--- src/rtl/mips_pkg.sv ---
// Shared definitions for the decode-to-issue dispatcher: channel count, select
// width, skid-buffer occupancy states and the channel decode helper.
package mips_pkg;

  localparam int NUM_CH = 4;
  localparam int SEL_W  = 2;

  typedef enum logic [1:0] {
    OCC_EMPTY,
    OCC_ONE,
    OCC_TWO
  } occ_state_t;

  // One-hot channel mask for a select value.
  function automatic logic [NUM_CH-1:0] sel_onehot(input logic [SEL_W-1:0] sel);
    return NUM_CH'(1) << sel;
  endfunction

endpackage

--- src/rtl/demux1to4_pipe_if.sv ---
// Bus bundle for demux1to4_pipe: upstream valid/ready stream, four downstream
// channels, counter clear and the per-channel transfer counts.
interface demux1to4_pipe_if
  import mips_pkg::*;
#(
  parameter int W     = 32,
  parameter int CNT_W = 16
) ();

  logic              valid_in;
  logic              ready_out;
  logic [SEL_W-1:0]  select_in;
  logic [W-1:0]      data_in;

  logic [NUM_CH-1:0] valid_out;
  logic [NUM_CH-1:0] ready_in;
  logic [W-1:0]      data0_out;
  logic [W-1:0]      data1_out;
  logic [W-1:0]      data2_out;
  logic [W-1:0]      data3_out;

  logic              clear_in;
  logic [CNT_W-1:0]  count0_out;
  logic [CNT_W-1:0]  count1_out;
  logic [CNT_W-1:0]  count2_out;
  logic [CNT_W-1:0]  count3_out;

  // Dispatcher side.
  modport slave (
    input  valid_in, select_in, data_in, ready_in, clear_in,
    output ready_out, valid_out,
    output data0_out, data1_out, data2_out, data3_out,
    output count0_out, count1_out, count2_out, count3_out
  );

  // Decode stage and issue ports side.
  modport master (
    output valid_in, select_in, data_in, ready_in, clear_in,
    input  ready_out, valid_out,
    input  data0_out, data1_out, data2_out, data3_out,
    input  count0_out, count1_out, count2_out, count3_out
  );

endinterface

--- src/rtl/demux1to4_pipe_skid_buffer.sv ---
// Two-entry valid/ready skid buffer with a registered upstream ready, so a
// full-rate stream never depends combinationally on downstream ready.
module skid_buffer
  import mips_pkg::*;
#(
  parameter int DW = 34
) (
  input  logic          clk,
  input  logic          rst_n,
  input  logic          up_valid,
  output logic          up_ready,
  input  logic [DW-1:0] up_data,
  output logic          dn_valid,
  input  logic          dn_ready,
  output logic [DW-1:0] dn_data
);

  occ_state_t    state;
  logic [DW-1:0] head;
  logic [DW-1:0] skid;
  logic          accept;
  logic          drain;

  assign accept   = up_valid & up_ready;
  assign drain    = dn_valid & dn_ready;
  assign dn_valid = (state != OCC_EMPTY);
  assign dn_data  = head;

  // NOTE: state registers use non-blocking assignments only; the later
  // up_ready assignments in the case override the default on purpose.
  always_ff @(posedge clk or negedge rst_n) begin
    if (!rst_n) begin
      state    <= OCC_EMPTY;
      up_ready <= 1'b0;
      head     <= '0;
      skid     <= '0;
    end else begin
      up_ready <= 1'b1;
      case (state)
        OCC_EMPTY: begin
          if (accept) begin
            head  <= up_data;
            state <= OCC_ONE;
          end
        end
        OCC_ONE: begin
          if (accept && !drain) begin
            skid     <= up_data;
            state    <= OCC_TWO;
            up_ready <= 1'b0;
          end else if (accept) begin
            head <= up_data;
          end else if (drain) begin
            state <= OCC_EMPTY;
          end
        end
        OCC_TWO: begin
          // Upstream is stalled here, so only a drain can change anything.
          if (drain) begin
            head  <= skid;
            state <= OCC_ONE;
          end else begin
            up_ready <= 1'b0;
          end
        end
        default: begin
          state    <= OCC_EMPTY;
          up_ready <= 1'b0;
        end
      endcase
    end
  end

endmodule

--- src/rtl/demux1to4_pipe.sv ---
// Registered 1-to-4 dispatcher: buffers the decode stream and presents each
// word only on its selected issue channel, counting completed transfers.
module demux1to4_pipe
  import mips_pkg::*;
#(
  parameter int W     = 32,
  parameter int CNT_W = 16
) (
  input  logic           clk_in,
  input  logic           reset_n_in,
  demux1to4_pipe_if.slave bus
);

  localparam int DW = W + SEL_W;

  logic [DW-1:0]     up_word;
  logic [DW-1:0]     head_word;
  logic              head_valid;
  logic              head_ready;
  logic [SEL_W-1:0]  head_sel;
  logic [W-1:0]      head_data;
  logic [NUM_CH-1:0] ch_valid;
  logic [NUM_CH-1:0] ch_drain;
  logic [W-1:0]      ch_data [NUM_CH];
  logic [CNT_W-1:0]  cnt     [NUM_CH];

  assign up_word = {bus.select_in, bus.data_in};

  skid_buffer #(.DW(DW)) u_skid (
    .clk      (clk_in),
    .rst_n    (reset_n_in),
    .up_valid (bus.valid_in),
    .up_ready (bus.ready_out),
    .up_data  (up_word),
    .dn_valid (head_valid),
    .dn_ready (head_ready),
    .dn_data  (head_word)
  );

  assign {head_sel, head_data} = head_word;

  // Only the selected channel's ready matters; the rest are ignored.
  assign head_ready = bus.ready_in[head_sel];
  assign ch_drain   = ch_valid & bus.ready_in;

  // NOTE: every always_comb output gets a default first so no latch is inferred.
  always_comb begin
    ch_valid = '0;
    if (head_valid) ch_valid = sel_onehot(head_sel);
    for (int k = 0; k < NUM_CH; k++) begin
      ch_data[k] = ch_valid[k] ? head_data : '0;
    end
  end

  // NOTE: the counter array is a handful of flops, not a RAM, so it is reset.
  always_ff @(posedge clk_in or negedge reset_n_in) begin
    if (!reset_n_in) begin
      for (int k = 0; k < NUM_CH; k++) cnt[k] <= '0;
    end else begin
      for (int k = 0; k < NUM_CH; k++) begin
        if (bus.clear_in) begin
          cnt[k] <= '0;
        end else if (ch_drain[k] && (cnt[k] != '1)) begin
          cnt[k] <= cnt[k] + CNT_W'(1);
        end
      end
    end
  end

  assign bus.valid_out  = ch_valid;
  assign bus.data0_out  = ch_data[0];
  assign bus.data1_out  = ch_data[1];
  assign bus.data2_out  = ch_data[2];
  assign bus.data3_out  = ch_data[3];
  assign bus.count0_out = cnt[0];
  assign bus.count1_out = cnt[1];
  assign bus.count2_out = cnt[2];
  assign bus.count3_out = cnt[3];

endmodule

--- src/flat_wrapper.sv ---
// flat-port wrapper written by rule: the top's interface ports become plain ports
module demux1to4_pipe_flat import mips_pkg::*;
#(
  parameter int W     = 32,
  parameter int CNT_W = 16
)
  (clk_in, reset_n_in, bus_valid_in, bus_select_in, bus_data_in, bus_ready_in, bus_clear_in, bus_ready_out, bus_valid_out, bus_data0_out, bus_data1_out, bus_data2_out, bus_data3_out, bus_count0_out, bus_count1_out, bus_count2_out, bus_count3_out);
  demux1to4_pipe_if #(.W(W), .CNT_W(CNT_W)) bus_i ();
  input  logic clk_in;
  input  logic reset_n_in;
  input wire logic [$bits(bus_i.valid_in)-1:0] bus_valid_in;
  input wire logic [$bits(bus_i.select_in)-1:0] bus_select_in;
  input wire logic [$bits(bus_i.data_in)-1:0] bus_data_in;
  input wire logic [$bits(bus_i.ready_in)-1:0] bus_ready_in;
  input wire logic [$bits(bus_i.clear_in)-1:0] bus_clear_in;
  output wire logic [$bits(bus_i.ready_out)-1:0] bus_ready_out;
  output wire logic [$bits(bus_i.valid_out)-1:0] bus_valid_out;
  output wire logic [$bits(bus_i.data0_out)-1:0] bus_data0_out;
  output wire logic [$bits(bus_i.data1_out)-1:0] bus_data1_out;
  output wire logic [$bits(bus_i.data2_out)-1:0] bus_data2_out;
  output wire logic [$bits(bus_i.data3_out)-1:0] bus_data3_out;
  output wire logic [$bits(bus_i.count0_out)-1:0] bus_count0_out;
  output wire logic [$bits(bus_i.count1_out)-1:0] bus_count1_out;
  output wire logic [$bits(bus_i.count2_out)-1:0] bus_count2_out;
  output wire logic [$bits(bus_i.count3_out)-1:0] bus_count3_out;
  assign bus_i.valid_in = bus_valid_in;
  assign bus_i.select_in = bus_select_in;
  assign bus_i.data_in = bus_data_in;
  assign bus_i.ready_in = bus_ready_in;
  assign bus_i.clear_in = bus_clear_in;
  assign bus_ready_out = bus_i.ready_out;
  assign bus_valid_out = bus_i.valid_out;
  assign bus_data0_out = bus_i.data0_out;
  assign bus_data1_out = bus_i.data1_out;
  assign bus_data2_out = bus_i.data2_out;
  assign bus_data3_out = bus_i.data3_out;
  assign bus_count0_out = bus_i.count0_out;
  assign bus_count1_out = bus_i.count1_out;
  assign bus_count2_out = bus_i.count2_out;
  assign bus_count3_out = bus_i.count3_out;
  demux1to4_pipe #(.W(W), .CNT_W(CNT_W)) u_core (.clk_in(clk_in), .reset_n_in(reset_n_in), .bus(bus_i));
endmodule
--- config.mk ---
export PLATFORM = sky130hd
export DESIGN_NAME = demux1to4_pipe_flat
export DESIGN_NICKNAME = d
export VERILOG_FILES = /design/src/rtl/mips_pkg.sv /design/src/rtl/demux1to4_pipe_if.sv /design/src/rtl/demux1to4_pipe_skid_buffer.sv /design/src/rtl/demux1to4_pipe.sv /design/src/flat_wrapper.sv
export SDC_FILE = /design/constraint.sdc
export NUM_CORES = 1
export LEC_CHECK = 0
export ABC_CLOCK_PERIOD_IN_PS = 2000
export BUFFER_PORTS_ARGS = -buffer_cell sky130_fd_sc_hd__buf_2
export CAP_MARGIN = 10
export CORE_MARGIN = 2
export CORE_UTILIZATION = 47
export CTS_BUF_LIST = sky130_fd_sc_hd__clkbuf_16
export DETAILED_ROUTE_END_ITERATION = 6
export PLACE_DENSITY = 0.75
export SLEW_MARGIN = 15
export SYNTH_ARGS = -nofsm -noshare
export SYNTH_HDL_FRONTEND = slang
export SYNTH_SLANG_ARGS = --single-unit
--- constraint.sdc ---
create_clock -name clk_in -period 2 [get_ports clk_in]
set_input_delay 0.4 -clock clk_in [delete_from_list [all_inputs] [get_ports clk_in]]
set_output_delay 0.4 -clock clk_in [all_outputs]
set_load 0.01 [all_outputs]
After elaboration in Yosys (flattened, before gate mapping)
Cells that the tools add are included.
{ "word_totals": {"register_bits": 135, "input_bits": 42, "output_inout_bits": 197, "elab_cells": 72} }
{ "op_classes": {"addsub": 4, "magnitude_cmp": 1, "n_eq_ne": 11, "n_shift": 1, "n_mux": 28, "n_bitwise": 3, "n_reduce_logical": 16} }
{ "op_table": {"columns": ["operator", "count"], "rows": [
  ["$mux 16", 8],
  ["$mux 32", 4],
  ["$mux 34", 3],
  ["$pmux 34 s3", 1],
  ["$add 16x1->16 const B", 4],
  ["$ne 16x16->1 const B", 4],
  ["$mux 2", 5],
  ["$reduce_bool 2->1", 5],
  ["$ne 2x2->1 const B", 3],
  ["$ne 3x3->1 const B", 2],
  ["$pmux 2 s3", 1],
  ["$logic_and 1x1->1", 5],
  ["$and 4x4->4", 1],
  ["$mux 4", 1],
  ["$reduce_and 4->1", 1],
  ["$shl 1x2->4 const A", 1],
  ["$lt 2x3->1 const B", 1],
  ["$mux 1", 3],
  ["$pmux 1 s3", 1],
  ["$reduce_and 3->1", 1],
  ["$reduce_bool 3->1", 1],
  ["$and 1x1->1", 2],
  ["$bmux 1 s2", 1],
  ["$eq 2x1->1 const B", 1],
  ["other kinds (4)", 4]
]} }

Depth between registers and ports, before layout
{ "depth": {"ltp_word": 7, "ltp_mapped": 7, "mapped_depth_nobuf": 6} }

Hierarchy
From an unflattened synthesis, not the netlist that was laid out.
{ "hier_totals": {"hier_cells": 720, "hier_area_um2": 7683.6} }
{ "modules_own_cells": {"columns": ["mod", "instances", "cells_per_inst", "area_per_inst_um2", "seq_area_each_um2"], "rows": [
  ["demux1to4_pipe", 1, 521, 4429.2, 1601.5],
  ["skid_buffer", 1, 199, 3254.4, 1776.7]
]} }

Worst setup path after synthesis
OpenSTA, ideal clock, no wires.
{ "synth_path": {"path_type": "register to register", "from": "register u_core.u_skid.head[33] (netlist: u_core.u_skid.dn_data[33])", "to": "register u_core.u_skid.head[13] (netlist: u_core.u_skid.dn_data[13])", "setup_ps": 125, "arrival_time_ps": 1940, "t_required_ps": 1875, "slack_ps": -64, "path_stages_with_launch": 8, "path_buffers": 2, "cell_sequence": "dfrtp_1 buf_6 mux2i_1 mux2_2 and2_4 o32ai_4 buf_6 mux2_2"} }
{ "synth_between": {"elab_chain_cells": 7, "elab_cells_between_ends": 8, "classes_between": "2 x eq/ne; 2 x mux; 1 x bitwise; 3 x reduce/logical"} }
{ "synth_rtl": {"columns": ["item", "line", "text"], "rows": [
  ["start: declaration", "demux1to4_pipe_skid_buffer.sv:19", "logic [DW-1:0] head;"],
  ["start signal: assignment", "demux1to4_pipe_skid_buffer.sv:42", "head <= up_data;"],
  ["start signal: assignment", "demux1to4_pipe_skid_buffer.sv:52", "head <= up_data;"],
  ["start signal: assignment", "demux1to4_pipe_skid_buffer.sv:60", "head <= skid;"],
  ["$bmux 1 s2 *", "demux1to4_pipe.sv:43", "assign head_ready = bus.ready_in[head_sel];"],
  ["$mux 1 (not written as such) *", "demux1to4_pipe.sv:43", null],
  ["$and 1x1->1 *", "demux1to4_pipe_skid_buffer.sv:25", "assign drain = dn_valid & dn_ready;"],
  ["$logic_not 1->1", "demux1to4_pipe_skid_buffer.sv:47", "if (accept && !drain) begin"],
  ["$logic_and 1x1->1", "demux1to4_pipe_skid_buffer.sv:47", null],
  ["$ne 2x2->1 (no line)", null, null],
  ["$reduce_and 3->1 (no line) *", null, null]
]} }
Mark *: on every way between the ends. The rest lies on a longest branch, timed or not. The select of a mux whose other input is x is not followed.
A chain may end at the register's enable or synchronous reset.

Final worst setup path
{ "layout_path": {"from": "register u_core.u_skid.head[33] (netlist: u_core.u_skid.dn_data[33])", "to": "output port bus_data2_out[20]"} }
{ "layout_between": {"elab_chain_cells": 3} }
{ "layout_rtl": {"columns": ["item", "line", "text"], "rows": [
  ["$shl 1x2->4", "mips_pkg.sv:16", "return NUM_CH'(1) << sel;"],
  ["$mux 4", "demux1to4_pipe.sv:49", "if (head_valid) ch_valid = sel_onehot(head_sel);"],
  ["$mux 32", "demux1to4_pipe.sv:51", "ch_data[k] = ch_valid[k] ? head_data : '0;"],
  ["end: declaration", "flat_wrapper.sv:20", "output wire logic [$bits(bus_i.data2_out)-1:0] bus_data2_out;"]
]} }
Every way passes these cells.

==> flow_summary.json <==
{
  "clkSlewWorstSetupHoldPaths_ns": 0.05,
  "r2r-end": "u_core.u_skid.dn_data[33]",
  "grt_pass1_vias": 6417,
  "clk_latency_ns": 0.42,
  "multi_input_area_um2": 4510,
  "die-area_um2": 16900,
  "fin_area_um2": 11200,
  "synth-edff-count": 0,
  "cp.buffers_inverters": 5,
  "drc": 0,
  "power.leakage_nw": 5.47,
  "crit_fanout": 7,
  "cts_sinks": 135,
  "cap_violations": 0,
  "syn_area_um2": 7450,
  "worst_pin_slew_ns": 0.623,
  "synth_top_cells_by_count": "135 x dfrtp_1, 98 x mux2_2, 75 x and3_1, 65 x and2_1, 63 x nor2_1",
  "ant_nets": 0,
  "firstDrtPassIters": 4,
  "drt_iter0_markers": 448,
  "numPortBuffers": 238,
  "postPlaceCellArea_um2": 9190,
  "syn_avg_cell_area_um2": 10.4,
  "ys_types": 46,
  "viasPerCell": 5.53,
  "hold_violations": 0,
  "max_freq_mhz": 455,
  "ir_worst_vdd_v": 0.000933,
  "synth.top_cell.area_share_pct": 45.3,
  "wl_per_cell_um": 19.9,
  "cp.required_ns": 1.60,
  "synthCells": 720,
  "crit_chain": "buf_6 -> buf_6 -> nor2b_4 -> buf_6 -> clkbuf_16 -> and3_4 -> buf_6",
  "htree_num_levels": 4,
  "hpwlAfterDp_um": 13800,
  "synth-seq-cells": 135,
  "hold_class": "input port to flop",
  "start_util_pct": 47.4,
  "powerDensity_nw_per_um2": 1360,
  "rsz0062_at_grt": "yes",
  "yosys.area.top_type": "dfrtp_1",
  "die_x_um": 130,
  "root_buffer": "clkbuf_16",
  "synth_flop_cell": "dfrtp_1",
  "yosysWarnings": 0,
  "synthMostInstantiatedCell": "dfrtp_1",
  "grt_antenna_before_repair": 0,
  "critical_path.max_stage_delay_ns": 0.39,
  "period_needed_ns": 2.20,
  "hold_depth": 2,
  "fillers": 1118,
  "layout-drive-gt1-share_pct": 51.4,
  "reg2reg_slack_ns": -0.16,
  "overflow": 0,
  "clock-skew-final_ns": 0.0147,
  "grt_usage_pct": 26.2,
  "cts_tree": "built",
  "crit_top_cell": "buf_6",
  "crit_family": "buffers and inverters",
  "hold_path_end": "u_core.u_skid.up_ready",
  "violations": "setup timing",
  "slew-limit-headroom_pct": 58.3,
  "arrival_ns": 1.80,
  "num_vias": 6852,
  "numCtsBuffers": 17,
  "clockBufferDepth": 2,
  "syn_to_final_growth_pct": 49.8,
  "io_pins": 239,
  "syn-num-nets": 766,
  "cp-end-kind": "primary output",
  "routed_wl_um": 24700,
  "min_from": "bus_valid_in",
  "layout_setup_ws_ns": -0.197,
  "die_h_um": 130,
  "place_ws_ns": -0.0444,
  "setup_viol": 198,
  "path_class": "flop to primary output",
  "coreArea_um2": 15700,
  "crit_path_start_kind": "flop",
  "slew_violations": 0,
  "finalNetCount": 1055,
  "grt_max_degree": 51,
  "seq_area_um2": 3380,
  "ys_async_sr_fraction_pct": 100,
  "min_period_over_period_pct": 110,
  "grt_first_pass_wirelength_um": 34100,
  "yosysSeqAreaShare_pct": 45.3,
  "crit_slowest_cell": "dfrtp_1",
  "yosys-top-cells-area": "dfrtp_1 45%, mux2_2 15%, and3_1 6.3%",
  "r2r-start": "u_core.u_skid.dn_data[33]",
  "status": "finished, violations left",
  "gp_routability_congestion": 0.853,
  "ff2ff_path_depth": 8,
  "rows": 46
}
==> area by class of cell <==
class	instances	share of cell area, %
Tap cell	216	2.42
Timing Repair Buffer	312	21.6
Antenna cell	1	0.0224
Clock inverter	15	1.29
Sequential cell	135	30.2
Multi-Input combinational cell	537	40.4
Inverter	6	0.202
Clock buffer	17	3.81
==> repair_timing <==
action                                  4_1_cts  5_1_grt
hold endpoints to repair                     33        0
pin swaps                                     9       26
endpoints found under the setup margin      152      212
hold buffers                                  1        0
cloned                                        8        9
resized for setup                            66      165
buffers inserted                             22        8
==> how the worst max path moves through the flow <==
stage / from / endpoint / slack (ns) / depth (start not counted)
global placement: bus_ready_in[2] / u_core.u_skid.dn_data[17] / -0.01 / 7
global route: u_core.u_skid.dn_data[33] / bus_data2_out[20] / -0.25 / 7
CTS: u_core.u_skid.dn_data[33] / bus_data1_out[23] / -0.25 / 7
floorplan: u_core.u_skid.dn_data[33] / u_core.u_skid.dn_data[13] / -0.06 / 7
finish: u_core.u_skid.dn_data[33] / bus_data2_out[20] / -0.20 / 7
detailed placement: bus_ready_in[2] / u_core.u_skid.dn_data[15] / -0.04 / 7
==> state kept, by name, summed over array words and instances (netlist names) <==
signal / flops
u_core.bus.count0_out: 16
u_core.bus.count1_out: 16
u_core.bus.count2_out: 16
u_core.bus.count3_out: 16
u_core.u_skid.dn_data: 34
u_core.u_skid.skid: 34
u_core.u_skid.state: 2
u_core.u_skid.up_ready: 1
==> stage by stage <==
step | utilization, % | total power (W) | setup TNS, ns | std cells | hold WS (ns)
2_1_floorplan | - | 0.00722 | -1.53 | 720 | 0.104
3_3_place_gp | 58.5 | 0.00917 | -0.130 | 1168 | 0.328
3_5_place_dp | 58.5 | 0.00931 | -0.854 | 1168 | 0.330
4_1_cts | 66.1 | 0.0139 | -21.80 | 1230 | 0.204
5_1_grt | 71.1 | 0.0158 | -31.27 | 1238 | 0.219
6_report | 71.1 | 0.0152 | -19.40 | 1239 | 0.218
==> power by group <==
group          switching [W]  total, W  internal [W]
logic                0.00334   0.00775       0.00441
clock network        0.00119   0.00311       0.00192
registers           0.000802   0.00431       0.00350
total                0.00533    0.0152       0.00984
==> routing by layer <==
layer / track usage [%] / vias to the layer above / routed length, um
met4: 8.10 / 0 / 430
met5: 0 / - / 0
li1: - / 3155 / -
met3: 4.92 / 25 / 1440
met2: 44.0 / 232 / 12300
met1: 34.5 / 3440 / 10500
==> cell families (layout without fill, tap and decap cells) <==
logic type                 Yosys count  in the layout  synth area share (%)
AOI/OAI and AO/OA                   48             48                  4.51
xor gates and xnor gates            44             44                  5.17
adders and majority gates            4              4                 0.671
buffers and inverters               53            350                  3.31
DFF                                135            135                  45.3
muxes                              108            108                  16.2
other                                0              1                     0
and+or+nand+nor                    328            333                  24.8
==> placed cells by master (no fill, tap or decap), types with 34 or more instances in the layout <==
cell       n
xnor2_1   36
mux2_4    68
buf_4     35
dfrtp_1  135
and3_1    59
and2_4    36
buf_2    192
buf_6     60
nor2_1    59
mux2_2    34
No activity file was read; power rests on OpenSTA's default activity.
